===== config.mk =====
export PLATFORM = sky130hd
export DESIGN_NAME = life_support_sched_flat
export DESIGN_NICKNAME = d
export VERILOG_FILES = /design/src/rtl/ls_pkg.sv /design/src/rtl/life_support_sched_if.sv /design/src/rtl/dwell_timer.sv /design/src/rtl/life_support_sched.sv /design/src/flat_wrapper.sv
export SDC_FILE = /design/constraint.sdc
export NUM_CORES = 1
export LEC_CHECK = 0
export ABC_AREA = 1
export CORE_UTILIZATION = 40
export DETAILED_ROUTE_END_ITERATION = 6
export GPL_ROUTABILITY_DRIVEN = 0
export PLACE_DENSITY = 0.91
export SLEW_MARGIN = 20
export SYNTH_ARGS = -nofsm -noshare
export SYNTH_HDL_FRONTEND = slang
export SYNTH_SLANG_ARGS = --single-unit

===== constraint.sdc =====
create_clock -name clk -period 3.4 [get_ports clk]
set_input_delay 0.68 -clock clk [delete_from_list [all_inputs] [get_ports clk]]
set_output_delay 0.68 -clock clk [all_outputs]
set_load 0.02 [all_outputs]

===== src/rtl/ls_pkg.sv =====
// -----------------------------------------------------------------------------
// ls_pkg
// Shared types and constants for the life-support sequencer.
//   state_e      : sequencer states (3-bit encoding, also the debug `state` code)
//   MODE_*       : 4-bit mode codes driven to the life-support datapath
//   *_DEF        : default thresholds and timing constants
//   CNT_W        : width of the dwell/window/cooldown counters
//   mode_of()    : state -> mode code mapping
// -----------------------------------------------------------------------------
package ls_pkg;

  typedef enum logic [2:0] {
    ST_NORMAL   = 3'd0,
    ST_DEFENSE  = 3'd1,
    ST_STEALTH  = 3'd2,
    ST_RECHARGE = 3'd3,
    ST_LOCKOUT  = 3'd4
  } state_e;

  localparam logic [3:0] MODE_NORMAL   = 4'b0000;
  localparam logic [3:0] MODE_DEFENSE  = 4'b0100;
  localparam logic [3:0] MODE_STEALTH  = 4'b1000;
  localparam logic [3:0] MODE_RECHARGE = 4'b0001;
  localparam logic [3:0] MODE_LOCKOUT  = 4'b0000;

  localparam int unsigned N_DEF         = 32;
  localparam int unsigned PWR_LOW_DEF   = 16;
  localparam int unsigned O2_LOW_DEF    = 50;
  localparam int unsigned O2_COOL_DEF   = 8;
  localparam int unsigned TEMP_MAX_DEF  = 90;
  localparam int unsigned MIN_DWELL_DEF = 4;
  localparam int unsigned CHRG_CYC_DEF  = 6;

  // Wide enough for every reload value above with headroom.
  localparam int unsigned CNT_W = 8;

  function automatic logic [3:0] mode_of(state_e s);
    logic [3:0] m;
    case (s)
      ST_DEFENSE:  m = MODE_DEFENSE;
      ST_STEALTH:  m = MODE_STEALTH;
      ST_RECHARGE: m = MODE_RECHARGE;
      ST_LOCKOUT:  m = MODE_LOCKOUT;
      default:     m = MODE_NORMAL;
    endcase
    return m;
  endfunction

endpackage


===== src/rtl/life_support_sched_if.sv =====
// -----------------------------------------------------------------------------
// life_support_sched_if
// Bundles the console/sensor inputs and the control outputs of the sequencer.
// There is no valid/ready handshake on this bus: requests, attack, fatal and
// the sensor buses are levels sampled every rising clock edge; chrg and o2sup
// are single-cycle strobes; mode, alarm and state are registered levels.
//   slave  : the sequencer (life_support_sched)
//   master : the console / life-support side driving requests and sensors
// -----------------------------------------------------------------------------
interface life_support_sched_if #(
  parameter int unsigned N = 32
) ();

  logic         req_def;
  logic         req_sth;
  logic         atk;
  logic         fatal;
  logic [N-1:0] power;
  logic [N-1:0] o2;
  logic [N-1:0] temp;
  logic [3:0]   mode;
  logic         chrg;
  logic         o2sup;
  logic         alarm;
  logic [2:0]   state;

  modport slave (
    input  req_def, req_sth, atk, fatal, power, o2, temp,
    output mode, chrg, o2sup, alarm, state
  );

  modport master (
    output req_def, req_sth, atk, fatal, power, o2, temp,
    input  mode, chrg, o2sup, alarm, state
  );

endinterface


===== src/rtl/dwell_timer.sv =====
// -----------------------------------------------------------------------------
// dwell_timer
// Loadable down counter that saturates at zero.
//   clk_i      : clock, rising edge
//   rst_i      : synchronous active-high reset (count -> 0)
//   load_i     : load load_val_i this cycle (wins over decrement)
//   load_val_i : reload value
//   zero_o     : count is zero
// The counter decrements every cycle it is non-zero and not being loaded.
// -----------------------------------------------------------------------------
module dwell_timer #(
  parameter int unsigned W = 8
) (
  input  logic         clk_i,
  input  logic         rst_i,
  input  logic         load_i,
  input  logic [W-1:0] load_val_i,
  output logic         zero_o
);

  logic [W-1:0] cnt_q;
  logic [W-1:0] cnt_d;

  always_comb begin
    cnt_d = cnt_q;
    if (load_i) begin
      cnt_d = load_val_i;
    end else if (cnt_q != '0) begin
      cnt_d = cnt_q - W'(1);
    end
  end

  always_ff @(posedge clk_i) begin
    if (rst_i) begin
      cnt_q <= '0;
    end else begin
      cnt_q <= cnt_d;
    end
  end

  assign zero_o = (cnt_q == '0);

endmodule


===== src/rtl/life_support_sched.sv =====
// -----------------------------------------------------------------------------
// life_support_sched
// Priority sequencer for the life-support datapath control pins.
//   clk  : system clock, rising edge
//   rst  : synchronous active-high reset
//   bus  : life_support_sched_if.slave
//          in : req_def, req_sth, atk, fatal, power, o2, temp
//          out: mode, chrg (recharge strobe), o2sup (O2 strobe),
//               alarm (sticky fatal), state (debug state code)
// All outputs are registered: the inputs sampled at an edge determine the
// outputs visible right after that edge.
// -----------------------------------------------------------------------------
module life_support_sched
  import ls_pkg::*;
#(
  parameter int unsigned N         = N_DEF,
  parameter int unsigned PWR_LOW   = PWR_LOW_DEF,
  parameter int unsigned O2_LOW    = O2_LOW_DEF,
  parameter int unsigned O2_COOL   = O2_COOL_DEF,
  parameter int unsigned TEMP_MAX  = TEMP_MAX_DEF,
  parameter int unsigned MIN_DWELL = MIN_DWELL_DEF,
  parameter int unsigned CHRG_CYC  = CHRG_CYC_DEF
) (
  input  logic               clk,
  input  logic               rst,
  life_support_sched_if.slave bus
);

  localparam logic [N-1:0]     PWR_LOW_V  = N'(PWR_LOW);
  localparam logic [N-1:0]     O2_LOW_V   = N'(O2_LOW);
  localparam logic [N-1:0]     TEMP_MAX_V = N'(TEMP_MAX);
  localparam logic [CNT_W-1:0] DEF_RELOAD  = CNT_W'(MIN_DWELL - 1);
  localparam logic [CNT_W-1:0] CHG_RELOAD  = CNT_W'(CHRG_CYC - 1);
  localparam logic [CNT_W-1:0] COOL_RELOAD = CNT_W'(O2_COOL - 1);

  state_e     state_q, state_d;
  logic [3:0] mode_q, mode_d;
  logic       chrg_q, chrg_d;
  logic       o2sup_q, o2sup_d;
  logic       alarm_q, alarm_d;
  // Set when STEALTH is aborted on temperature while req_sth is still held;
  // blocks re-entry until the console drops req_sth and asks again.
  logic       sth_lock_q, sth_lock_d;

  logic def_load, chg_load, cool_load;
  logic def_zero, chg_zero, cool_zero;

  logic pwr_low, o2_low, hot, def_req;

  assign pwr_low = (bus.power < PWR_LOW_V);
  assign o2_low  = (bus.o2 < O2_LOW_V);
  assign hot     = (bus.temp >= TEMP_MAX_V);
  assign def_req = bus.atk | bus.req_def;

  dwell_timer #(.W(CNT_W)) u_def_timer (
    .clk_i      (clk),
    .rst_i      (rst),
    .load_i     (def_load),
    .load_val_i (DEF_RELOAD),
    .zero_o     (def_zero)
  );

  dwell_timer #(.W(CNT_W)) u_chg_timer (
    .clk_i      (clk),
    .rst_i      (rst),
    .load_i     (chg_load),
    .load_val_i (CHG_RELOAD),
    .zero_o     (chg_zero)
  );

  dwell_timer #(.W(CNT_W)) u_cool_timer (
    .clk_i      (clk),
    .rst_i      (rst),
    .load_i     (cool_load),
    .load_val_i (COOL_RELOAD),
    .zero_o     (cool_zero)
  );

  // State register and registered outputs.
  always_ff @(posedge clk) begin
    if (rst) begin
      state_q    <= ST_NORMAL;
      mode_q     <= MODE_NORMAL;
      chrg_q     <= 1'b0;
      o2sup_q    <= 1'b0;
      alarm_q    <= 1'b0;
      sth_lock_q <= 1'b0;
    end else begin
      state_q    <= state_d;
      mode_q     <= mode_d;
      chrg_q     <= chrg_d;
      o2sup_q    <= o2sup_d;
      alarm_q    <= alarm_d;
      sth_lock_q <= sth_lock_d;
    end
  end

  // Next-state priority: fatal > low power > defense request > stealth.
  always_comb begin : next_state
    state_d    = state_q;
    def_load   = 1'b0;
    chg_load   = 1'b0;
    sth_lock_d = bus.req_sth ? sth_lock_q : 1'b0;
    case (state_q)
      ST_LOCKOUT: begin
        state_d = ST_LOCKOUT;
      end
      ST_RECHARGE: begin
        // The window always runs to completion; only fatal can cut it short.
        if (bus.fatal) begin
          state_d = ST_LOCKOUT;
        end else if (chg_zero) begin
          if (pwr_low) begin
            chg_load = 1'b1;
          end else begin
            state_d = ST_NORMAL;
          end
        end
      end
      ST_DEFENSE: begin
        if (bus.fatal) begin
          state_d = ST_LOCKOUT;
        end else if (pwr_low) begin
          state_d  = ST_RECHARGE;
          chg_load = 1'b1;
        end else if (def_req) begin
          def_load = 1'b1;
        end else if (def_zero) begin
          state_d = ST_NORMAL;
        end
      end
      ST_STEALTH: begin
        if (bus.fatal) begin
          state_d = ST_LOCKOUT;
        end else if (pwr_low) begin
          state_d  = ST_RECHARGE;
          chg_load = 1'b1;
        end else if (def_req) begin
          state_d  = ST_DEFENSE;
          def_load = 1'b1;
        end else if (hot) begin
          state_d    = ST_NORMAL;
          sth_lock_d = bus.req_sth;
        end else if (!bus.req_sth) begin
          state_d = ST_NORMAL;
        end
      end
      default: begin
        if (bus.fatal) begin
          state_d = ST_LOCKOUT;
        end else if (pwr_low) begin
          state_d  = ST_RECHARGE;
          chg_load = 1'b1;
        end else if (def_req) begin
          state_d  = ST_DEFENSE;
          def_load = 1'b1;
        end else if (bus.req_sth && !sth_lock_q) begin
          state_d = ST_STEALTH;
        end
      end
    endcase
  end

  // Next values of the registered outputs.
  always_comb begin : output_decode
    mode_d    = mode_of(state_d);
    alarm_d   = (state_d == ST_LOCKOUT);
    // chrg marks the first cycle of every recharge window.
    chrg_d    = chg_load;
    // O2 refill runs regardless of state, paced by its own cooldown.
    o2sup_d   = o2_low && cool_zero;
    cool_load = o2sup_d;
  end

  assign bus.mode  = mode_q;
  assign bus.chrg  = chrg_q;
  assign bus.o2sup = o2sup_q;
  assign bus.alarm = alarm_q;
  assign bus.state = state_q;

endmodule

===== src/flat_wrapper.sv =====
// flat-port wrapper written by rule: the top's interface ports become plain ports
module life_support_sched_flat import ls_pkg::*;
#(
  parameter int unsigned N         = N_DEF,
  parameter int unsigned PWR_LOW   = PWR_LOW_DEF,
  parameter int unsigned O2_LOW    = O2_LOW_DEF,
  parameter int unsigned O2_COOL   = O2_COOL_DEF,
  parameter int unsigned TEMP_MAX  = TEMP_MAX_DEF,
  parameter int unsigned MIN_DWELL = MIN_DWELL_DEF,
  parameter int unsigned CHRG_CYC  = CHRG_CYC_DEF
)
  (clk, rst, bus_req_def, bus_req_sth, bus_atk, bus_fatal, bus_power, bus_o2, bus_temp, bus_mode, bus_chrg, bus_o2sup, bus_alarm, bus_state);
  life_support_sched_if #(.N(N)) bus_i ();
  input  logic clk;
  input  logic rst;
  input wire logic [$bits(bus_i.req_def)-1:0] bus_req_def;
  input wire logic [$bits(bus_i.req_sth)-1:0] bus_req_sth;
  input wire logic [$bits(bus_i.atk)-1:0] bus_atk;
  input wire logic [$bits(bus_i.fatal)-1:0] bus_fatal;
  input wire logic [$bits(bus_i.power)-1:0] bus_power;
  input wire logic [$bits(bus_i.o2)-1:0] bus_o2;
  input wire logic [$bits(bus_i.temp)-1:0] bus_temp;
  output wire logic [$bits(bus_i.mode)-1:0] bus_mode;
  output wire logic [$bits(bus_i.chrg)-1:0] bus_chrg;
  output wire logic [$bits(bus_i.o2sup)-1:0] bus_o2sup;
  output wire logic [$bits(bus_i.alarm)-1:0] bus_alarm;
  output wire logic [$bits(bus_i.state)-1:0] bus_state;
  assign bus_i.req_def = bus_req_def;
  assign bus_i.req_sth = bus_req_sth;
  assign bus_i.atk = bus_atk;
  assign bus_i.fatal = bus_fatal;
  assign bus_i.power = bus_power;
  assign bus_i.o2 = bus_o2;
  assign bus_i.temp = bus_temp;
  assign bus_mode = bus_i.mode;
  assign bus_chrg = bus_i.chrg;
  assign bus_o2sup = bus_i.o2sup;
  assign bus_alarm = bus_i.alarm;
  assign bus_state = bus_i.state;
  life_support_sched #(.N(N), .PWR_LOW(PWR_LOW), .O2_LOW(O2_LOW), .O2_COOL(O2_COOL), .TEMP_MAX(TEMP_MAX), .MIN_DWELL(MIN_DWELL), .CHRG_CYC(CHRG_CYC)) u_core (.clk(clk), .rst(rst), .bus(bus_i));
endmodule

# Yosys cells after proc, flatten, opt, wreduce, memory -nomap -nowiden
# Cells that the tools add are included.
# classes
add_sub_neg,3
magnitude_cmp,3
eq_ne,8
n_mux,39
bitwise_logic,1
reduce_logical,16
# ops
cell,count
$mux W3,20
$ge A32 B7 Y1 const B,1
$lt A32 B5 Y1 const B,1
$lt A32 B6 Y1 const B,1
$logic_not A8 Y1,3
$reduce_bool A8 Y1,3
$sub A8 B1 Y8 const B,3
$mux W1,14
$eq A3 B2 Y1 const B,4
$pmux W3 S4,1
$pmux W4 S3,1
$reduce_or A2 Y1,4
$eq A3 B1 Y1 const B,2
$eq A3 B3 Y1 const B,2
$reduce_bool A2 Y1,3
$mux W2,2
$logic_and A1 B1 Y1,2
$pmux W1 S2,1
$logic_not A1 Y1,1
$or A1 B1 Y1,1
# totals
regBits,35
input_bits,102
output_inout_bits,10
word_cells,82

# Logic depth before layout (Yosys ltp)
# Gate-level depths: netlist of run 1.
# logic_depth
depth_word,9
mapped_depth,13

# Hierarchy
# Synthesis of run 1 repeated with hierarchy kept, for this count alone.
# hier_totals
cells_unflattened,410
hier_area_um2,2481.1
# modules_own_cells
mod,n_inst,cells_each,area_each_um2
dwell_timer,3,70,473.0
life_support_sched,1,200,1062.3

# Worst setup path before layout of run 1
# No wires, ideal clock.
# synth_path
path_kind,input port to flip-flop
from,in bus_power[13]
to,reg u_core.alarm_q (netlist: u_core.bus.alarm)
setup_ps,114
t_arrival_ps,1695
setup_slack_ps,1591
cell_stages,11
n_path_buf,0
path_cell_list,nor2_1 nand2_1 nor2_1 nand2_1 nor2_1 nor2_1 a21oi_1 or2_0 nand2_1 nand2_1 nor2_1
# synth_between
elab_chain_cells,6
# synth_lines
element,line,source
start: declaration,flat_wrapper.sv:20,input wire logic [$bits(bus_i.power)-1:0] bus_power;
$lt A32 B5 Y1 (*),life_support_sched.sv:50,assign pwr_low = (bus.power < PWR_LOW_V);
$mux W3,life_support_sched.sv:113,if (pwr_low) begin
$mux W3,life_support_sched.sv:112,end else if (chg_zero) begin
$mux W3,life_support_sched.sv:110,if (bus.fatal) begin
$pmux W3 S4 (*),life_support_sched.sv:104,case (state_q)
$eq A3 B3 Y1 (*),life_support_sched.sv:167,alarm_d = (state_d == ST_LOCKOUT);
end signal: assignment,life_support_sched.sv:93,alarm_q <= alarm_d;
end: declaration,life_support_sched.sv:40,"logic alarm_q, alarm_d;"
# Mark *: on every way between the ends. The rest lies on a longest branch, timed or not.
# A chain may end at the register's enable or synchronous reset.

# Final worst setup path of run 1
# layout_path
from,in bus_power[22]
to,reg u_core.alarm_q (netlist: u_core.bus.alarm)
# The elaborated chain is that of the path after synthesis.

==> results of run 1 <==
==> cells in the mapped netlist <==
| cell type | instances | share of area |
|---|---|---|
| a211oi_1 | 1 | 0.0036 |
| a21oi_1 | 20 | 0.049 |
| a31oi_1 | 1 | 0.0030 |
| and2_0 | 1 | 0.0030 |
| buf_4 | 1 | 0.0036 |
| buf_6 | 1 | 0.0055 |
| clkbuf_1 | 1 | 0.0018 |
| clkinv_1 | 1 | 0.0018 |
| conb_1 | 1 | 0.0018 |
| dfxtp_1 | 34 | 0.33 |
| ha_1 | 4 | 0.024 |
| inv_1 | 34 | 0.062 |
| inv_2 | 3 | 0.0055 |
| nand2_1 | 82 | 0.15 |
| nand3_1 | 23 | 0.056 |
| nand3_2 | 1 | 0.0049 |
| nand3b_1 | 2 | 0.0073 |
| nand4_1 | 2 | 0.0061 |
| nor2_1 | 77 | 0.14 |
| nor2_4 | 1 | 0.0055 |
| nor3_1 | 5 | 0.012 |
| nor3_2 | 1 | 0.0049 |
| nor3_4 | 1 | 0.0079 |
| nor3b_1 | 4 | 0.015 |
| nor4_1 | 5 | 0.015 |
| o21a_1 | 1 | 0.0036 |
| o21ai_0 | 7 | 0.017 |
| o31ai_1 | 1 | 0.0036 |
| or2_0 | 1 | 0.0030 |
| or2_2 | 4 | 0.012 |
| xnor2_1 | 5 | 0.021 |
| xor2_1 | 5 | 0.021 |
==> layer usage <==
metal / share of wire / up-vias / wire, µm / global-route usage
met4: 0.023 / 0 / 127 / 0.09402
li1: - / 1259 / - / -
met3: 0.061 / 13 / 341 / 0.05075
met5: 0 / - / 0 / 0
met2: 0.52 / 88 / 2894 / 0.4220
met1: 0.40 / 1044 / 2207 / 0.2251
==> worst register-to-register path: cells and delay by family (launching register included) <==
| family | cells | cell delay, ns |
|---|---|---|
| flip-flops | 1 | 0.31 |
| adder cells (fa/ha/maj) | 1 | 0.21 |
| AO/OA/AOI/OAI | 1 | 0.19 |
| buffers and inverters | 1 | 0.08 |
| AND/OR/NAND/NOR | 9 | 1.14 |
==> worst paths after layout <==
| kind | startpoint | endpoint | depth (start not counted) |
|---|---|---|---|
| max | bus_power[22] | u_core.bus.alarm | 12 |
| min | u_core.sth_lock_q | u_core.sth_lock_q | 2 |
| max reg2reg | u_core.u_chg_timer.cnt_q[0] | u_core.bus.mode[3] | 12 |
| min reg2reg | u_core.sth_lock_q | u_core.sth_lock_q | 2 |
==> final cells by class <==
type	instances	area (µm²)	area share
Timing Repair Buffer	104	1041	0.3194
Sequential cell	34	680.7	0.2088
Clock inverter	2	12.51	0.003839
Multi-Input combinational cell	256	1216	0.3731
Clock buffer	6	82.58	0.02534
Tap cell	67	83.83	0.02572
Inverter	38	142.6	0.04376
==> registers in the layout, indices dropped and copies added, names as in the netlist <==
name / cells
u_core.bus.alarm: 1
u_core.bus.chrg: 1
u_core.bus.mode: 3
u_core.bus.o2sup: 1
u_core.bus.state: 3
u_core.sth_lock_q: 1
u_core.u_chg_timer.cnt_q: 8
u_core.u_cool_timer.cnt_q: 8
u_core.u_def_timer.cnt_q: 8
==> logic make-up after synthesis <==
group / Yosys count / share of synthesized area
buffers and inverters: 41 / 0.08009
adder cells (fa/ha/maj): 4 / 0.02427
flip-flops: 34 / 0.3301
AO/OA/AOI/OAI: 31 / 0.07950
XOR/XNOR: 10 / 0.04247
AND/OR/NAND/NOR: 210 / 0.4418
other: 1 / 0.001819
==> power groups by stage <==
stage	logic, W	clock network, W	registers [W]
after floorplan	0.000748	0	0.000652
after global placement	0.00103	0	0.000642
after detailed placement	0.00108	0	0.000647
after CTS	0.00109	0.000319	0.000639
after global routing	0.00124	0.000335	0.000656
final	0.00109	0.000316	0.000639
==> metrics by stage <==
stage,instance area (µm²),utilization,hold slack (ns),cells
after detailed placement,3164,0.6526,0.4523,499
after CTS,3259,0.6723,0.4631,507
final,3259,0.6723,0.4611,507
after global placement,3164,0.6526,0.4418,499
after floorplan,2062,-,0.4310,331
after global routing,3259,0.6723,0.4911,507
==> metrics.txt, run 1 <==
top-level I/O count=approximately 110; worst skew pair latency=between 0.2 and 0.3 ns; clk slew on worst S/H paths=0.07 ns; CP max-delay cell=clkdlybuf4s50_1; Sequential Power Share=0.313; crit start category=input port; endpoints failing setup=0; All-Layer GR Usage=0.2200; Power, Total=0.002045 W; FF+latch count, synth=34; Final TNS setup=0 ns; cells along the critical path=clkdlybuf4s50_1 -> nor2_1 -> nand2_1 -> nor2_1 -> nand2_1 -> nor2_1 -> nor2_1 -> a21oi_1 -> or2_0 -> nand2_1 -> nand2_1 -> nor2_1; via-per-instance ratio=4.742; chip height=73.80 µm; minimum clock period=2.266 ns; routed vias=2,404; most frequent cells in the layout=clkdlybuf4s50_1, nand2_1, nor2_1; Synth Instances=331; initial antenna violation count=0; worst setup path category=in -> reg; Post-Syn Area per Cell=6.230 µm²; Seq/Total Area, Yosys=0.3301; FMAX=441.3 MHz; power density cells=627.5 nW/µm²; Die Width=73.80 µm; Final Max Tran Viols=0; most used cell, CP=nor2_1; TritonCTS Buffers=5; DP Worst Slack=0.8665 ns; Root Driver=clkbuf_8; final worst path period share=0.6665; port bufs=104; Post-DRT Antenna Nets=0; status=completed; CP endpoint kind=flop; # fillers=411; worst-case clock buffer depth=2; Post-route DRC=0; wire length per cell=10.99 µm; WP data required=3.58 ns; vias in the first global route=roughly 2,300; Resized Gates After CTS=0; CP Data Arrival Time=between 2 and 2.5 ns; Slew @ Worst Pin=0.5162 ns; Comb pwr share=0.533; CP top delay family=simple AND/OR/NAND/NOR gates; Leakage Power=about 1.4 nW; Core Box Area=4848 µm²; final net count=545; Post-CTS Setup Bufs=0; Detailed Place HPWL=4626 µm; Max-slew headroom=0.6546; TritonCTS clock tree=done; Sw Pwr=0.0008636 W; RSZ-0062 raised after global routing=false; first-pass GRT wire length=9232 µm; clock group share of total power=0.155; post-route setup slack=1.134 ns; Sw Share=0.4222; most common cell after layout, fill and taps aside=clkdlybuf4s50_1; largest net degree at the start of global routing=12; Worst R2R Setup Slack=about 1.4 ns; Area Growth Syn to Fin=58.07%; clk sinks=34; crit-path max cell delay=0.42 ns; Max-cap violations=0; total gr overflow=0; Ys Warns=0; VDD IR max=0.3829 mV; share of cells above drive strength 1=0.04318; Initial DRC Count=96; ant diodes=0; Die ar.=between 5000 and 6000 µm²; Pint=0.001182 W; Post-Route WL=approximately 5600 µm; hold crit path type=reg -> reg; H-tree levels=2; CP bufs+invs=1; Mapped Nets=437; synthesized area=2062 µm²; Rows=25; CTS Hold Bufs=0; final hold viol count=0; distinct cell type count after synthesis=32; Starting Density=0.4253; crit path max fanout=5; router iterations before antenna repair=5; Clock Skew=0.005275 ns
No activity file was read; power rests on OpenSTA's default activity.
==> run 2: changes to the inputs <==
--- a/config.mk
+++ b/config.mk
@@ -6,10 +6,10 @@
 export NUM_CORES = 1
 export LEC_CHECK = 0
 export ABC_AREA = 1
-export CORE_UTILIZATION = 40
+export CORE_UTILIZATION = 35
 export DETAILED_ROUTE_END_ITERATION = 6
 export GPL_ROUTABILITY_DRIVEN = 0
-export PLACE_DENSITY = 0.91
+export PLACE_DENSITY = 0.85
 export SLEW_MARGIN = 20
 export SYNTH_ARGS = -nofsm -noshare
 export SYNTH_HDL_FRONTEND = slang
==> constraint.sdc (replaced) <==
create_clock -name clk -period 2.02 [get_ports clk]
set_input_delay 0.404 -clock clk [delete_from_list [all_inputs] [get_ports clk]]
set_output_delay 0.404 -clock clk [all_outputs]
set_load 0.02 [all_outputs]
==> run 2 against run 1 <==
Worst hold slack about the same. Critical path depth decreased by 11. Clock-buffer cell count is the same. Sequential share of layout area fell by 0.52 points. Critical path type is now reg -> out. Largest cell class unchanged. Highest routed layer unchanged.
==> metrics.txt, run 2 (synthesis gave the netlist of run 1 again) <==
Post-CTS Setup Bufs=0 (unchanged); Area Growth Syn to Fin=62.14%; endpoints failing setup=0 (unchanged); worst skew pair latency=0.29 ns (about the same); Met3 Routed Length=371 µm (+8.8%); Levels on crit path=1 (-11); final net count=552 (+1.3%); share of cells above drive strength 1=0.05830 (+0.01511); placed inst area=3223 µm² (+1.9%); routed vias=2,390 (-0.58%); Min Hold Slack=0.4610 ns (-0.00002000 ns); CP top delay family=buffers and inverters; CP Data Arrival Time=1.47 ns (-0.98 ns); final worst path period share=0.9300; Final Max Tran Viols=0 (unchanged); top sig layer=met4; Hold Path Cell Cnt=2 (unchanged); Core Box Area=5608 µm² (+16%); most common cell after layout, fill and taps aside=clkdlybuf4s50_1; most frequent cells in the layout=clkdlybuf4s50_1, nand2_1, nor2_1; clk slew on worst S/H paths=0.07 ns (about the same); top-level I/O count=112 (unchanged); hold crit path type=reg -> reg; status=completed; CTS Hold Bufs=0 (unchanged); port bufs=104 (unchanged); All-Layer GR Usage=0.1910 (-0.02903); clk sinks=34 (unchanged); Post-DRT Antenna Nets=0 (unchanged); Post-Route WL=5438 µm (-2.4%); Leakage Power=1.442 nW (+3.2%); router iterations before antenna repair=4 (-1); worst setup path category=reg -> out; first-pass GRT wire length=9535 µm (+3.3%); TritonCTS Buffers=5 (unchanged); via-per-instance ratio=4.614 (-2.7%); Rows=27 (+8.0%); ant diodes=0 (unchanged); crit path max fanout=8 (+3); Die ar.=6202 µm² (+14%); H-tree levels=2 (unchanged); Max-cap violations=0 (unchanged); fin area=3343 µm² (+2.6%); TritonCTS clock tree=done; Clock Skew=0.004300 ns (-0.0009749 ns); Initial DRC Count=100 (+4.2%); Resized Gates After CTS=0 (unchanged); crit-path max cell delay=0.68 ns (+0.26 ns); Regs by FF count=u_core.u_chg_timer.cnt_q: 8 flops, u_core.u_cool_timer.cnt_q: 8 flops, u_core.u_def_timer.cnt_q: 8 flops; WP data required=1.62 ns (-1.96 ns); Die Width=78.76 µm (+6.7%); cells along the critical path=clkdlybuf4s50_1; largest net degree at the start of global routing=12 (unchanged); CP bufs+invs=1 (unchanged); CP endpoint kind=primary output; VDD IR max=0.5956 mV (+56%); Detailed Place HPWL=4495 µm (-2.8%); total gr overflow=0 (unchanged); FMAX=532.3 MHz; worst-case clock buffer depth=2 (unchanged); Post-route DRC=0 (unchanged); reg2reg path depth=11 (-1); CP max-delay cell=clkdlybuf4s50_1; wire length per cell=10.50 µm (-4.4%); met1 wire length=2234 µm (+1.2%); power density cells=1067 nW/µm² (+70%); Root Driver=clkbuf_8; crit start category=flop; minimum clock period=between 1.5 and 2 ns; DR WL met2=2723 µm (-5.9%); Starting Density=0.3677 (-0.05760); vias in the first global route=2,354 (+1.8%); final hold viol count=0 (unchanged); chip height=78.76 µm (+6.7%); initial antenna violation count=0 (unchanged)
## run 2: changes by cell type in the layout (fill, tap and decap cells not counted)
cell	change
buf_4	+7
bufinv_16	+1
clkinv_2	-1
clkinvlp_4	-1
nor2_1	-1
nor2_4	+1
## run 2: final timing paths
kind	start	end	slack (ns)
hold / removal	u_core.u_def_timer.cnt_q[5]	u_core.u_def_timer.cnt_q[5]	0.46
setup reg to reg	u_core.u_def_timer.cnt_q[2]	u_core.bus.mode[0]	0.24
setup / recovery	u_core.bus.state[2]	bus_state[2]	0.14
hold reg to reg	u_core.u_def_timer.cnt_q[5]	u_core.u_def_timer.cnt_q[5]	0.46
## run 2: cell type report
cell class	instances	area, µm²
clock buffers	6	82.58
clock inverters	1	30.03
fillers	523	2265
inverters	38	142.6
multi-input cells	256	1224
flip-flops and latches	34	680.7
well taps	72	90.09
repair buffers	111	1094
## run 2: where the power goes
part / internal, W / switching (W) / leakage, nW
logic: 0.000846 / 0.00100 / 1.11
registers: 0.000898 / 0.000181 / 0.280
clock network: 0.000395 / 0.000246 / 0.0573
## run 2: routing by layer
layer / up-vias / track usage
met2: 85 / 0.3617
li1: 1275 / -
met1: 1018 / 0.2015
met4: 0 / 0.06296
met5: - / 0
met3: 12 / 0.05172
## run 2: metrics by stage
step / utilization / TNS [ns] / cells / total power, W / setup slack (ns)
floorplan: - / 0 / 331 / 0.002357 / 0.4062
global placement: 0.5747 / -0.7808 / 511 / 0.002854 / -0.1113
detailed placement: 0.5747 / -2.185 / 511 / 0.002925 / -0.1962
CTS: 0.5948 / 0 / 518 / 0.003576 / 0.1171
global route: 0.5962 / -0.03887 / 518 / 0.003866 / -0.02047
finish: 0.5962 / 0 / 518 / 0.003568 / 0.1413
## run 2: worst register-to-register path: stages, from the launching register on
cell,delay [ns]
dfxtp_1,0.33
or2_2,0.31
nor2_1,0.23
nand2_1,0.19
o21ai_0,0.19
nand2_1,0.07
nand3_1,0.07
nand2_1,0.06
inv_1,0.05
nand3_1,0.07
nand2_1,0.08
nor2_1,0.05
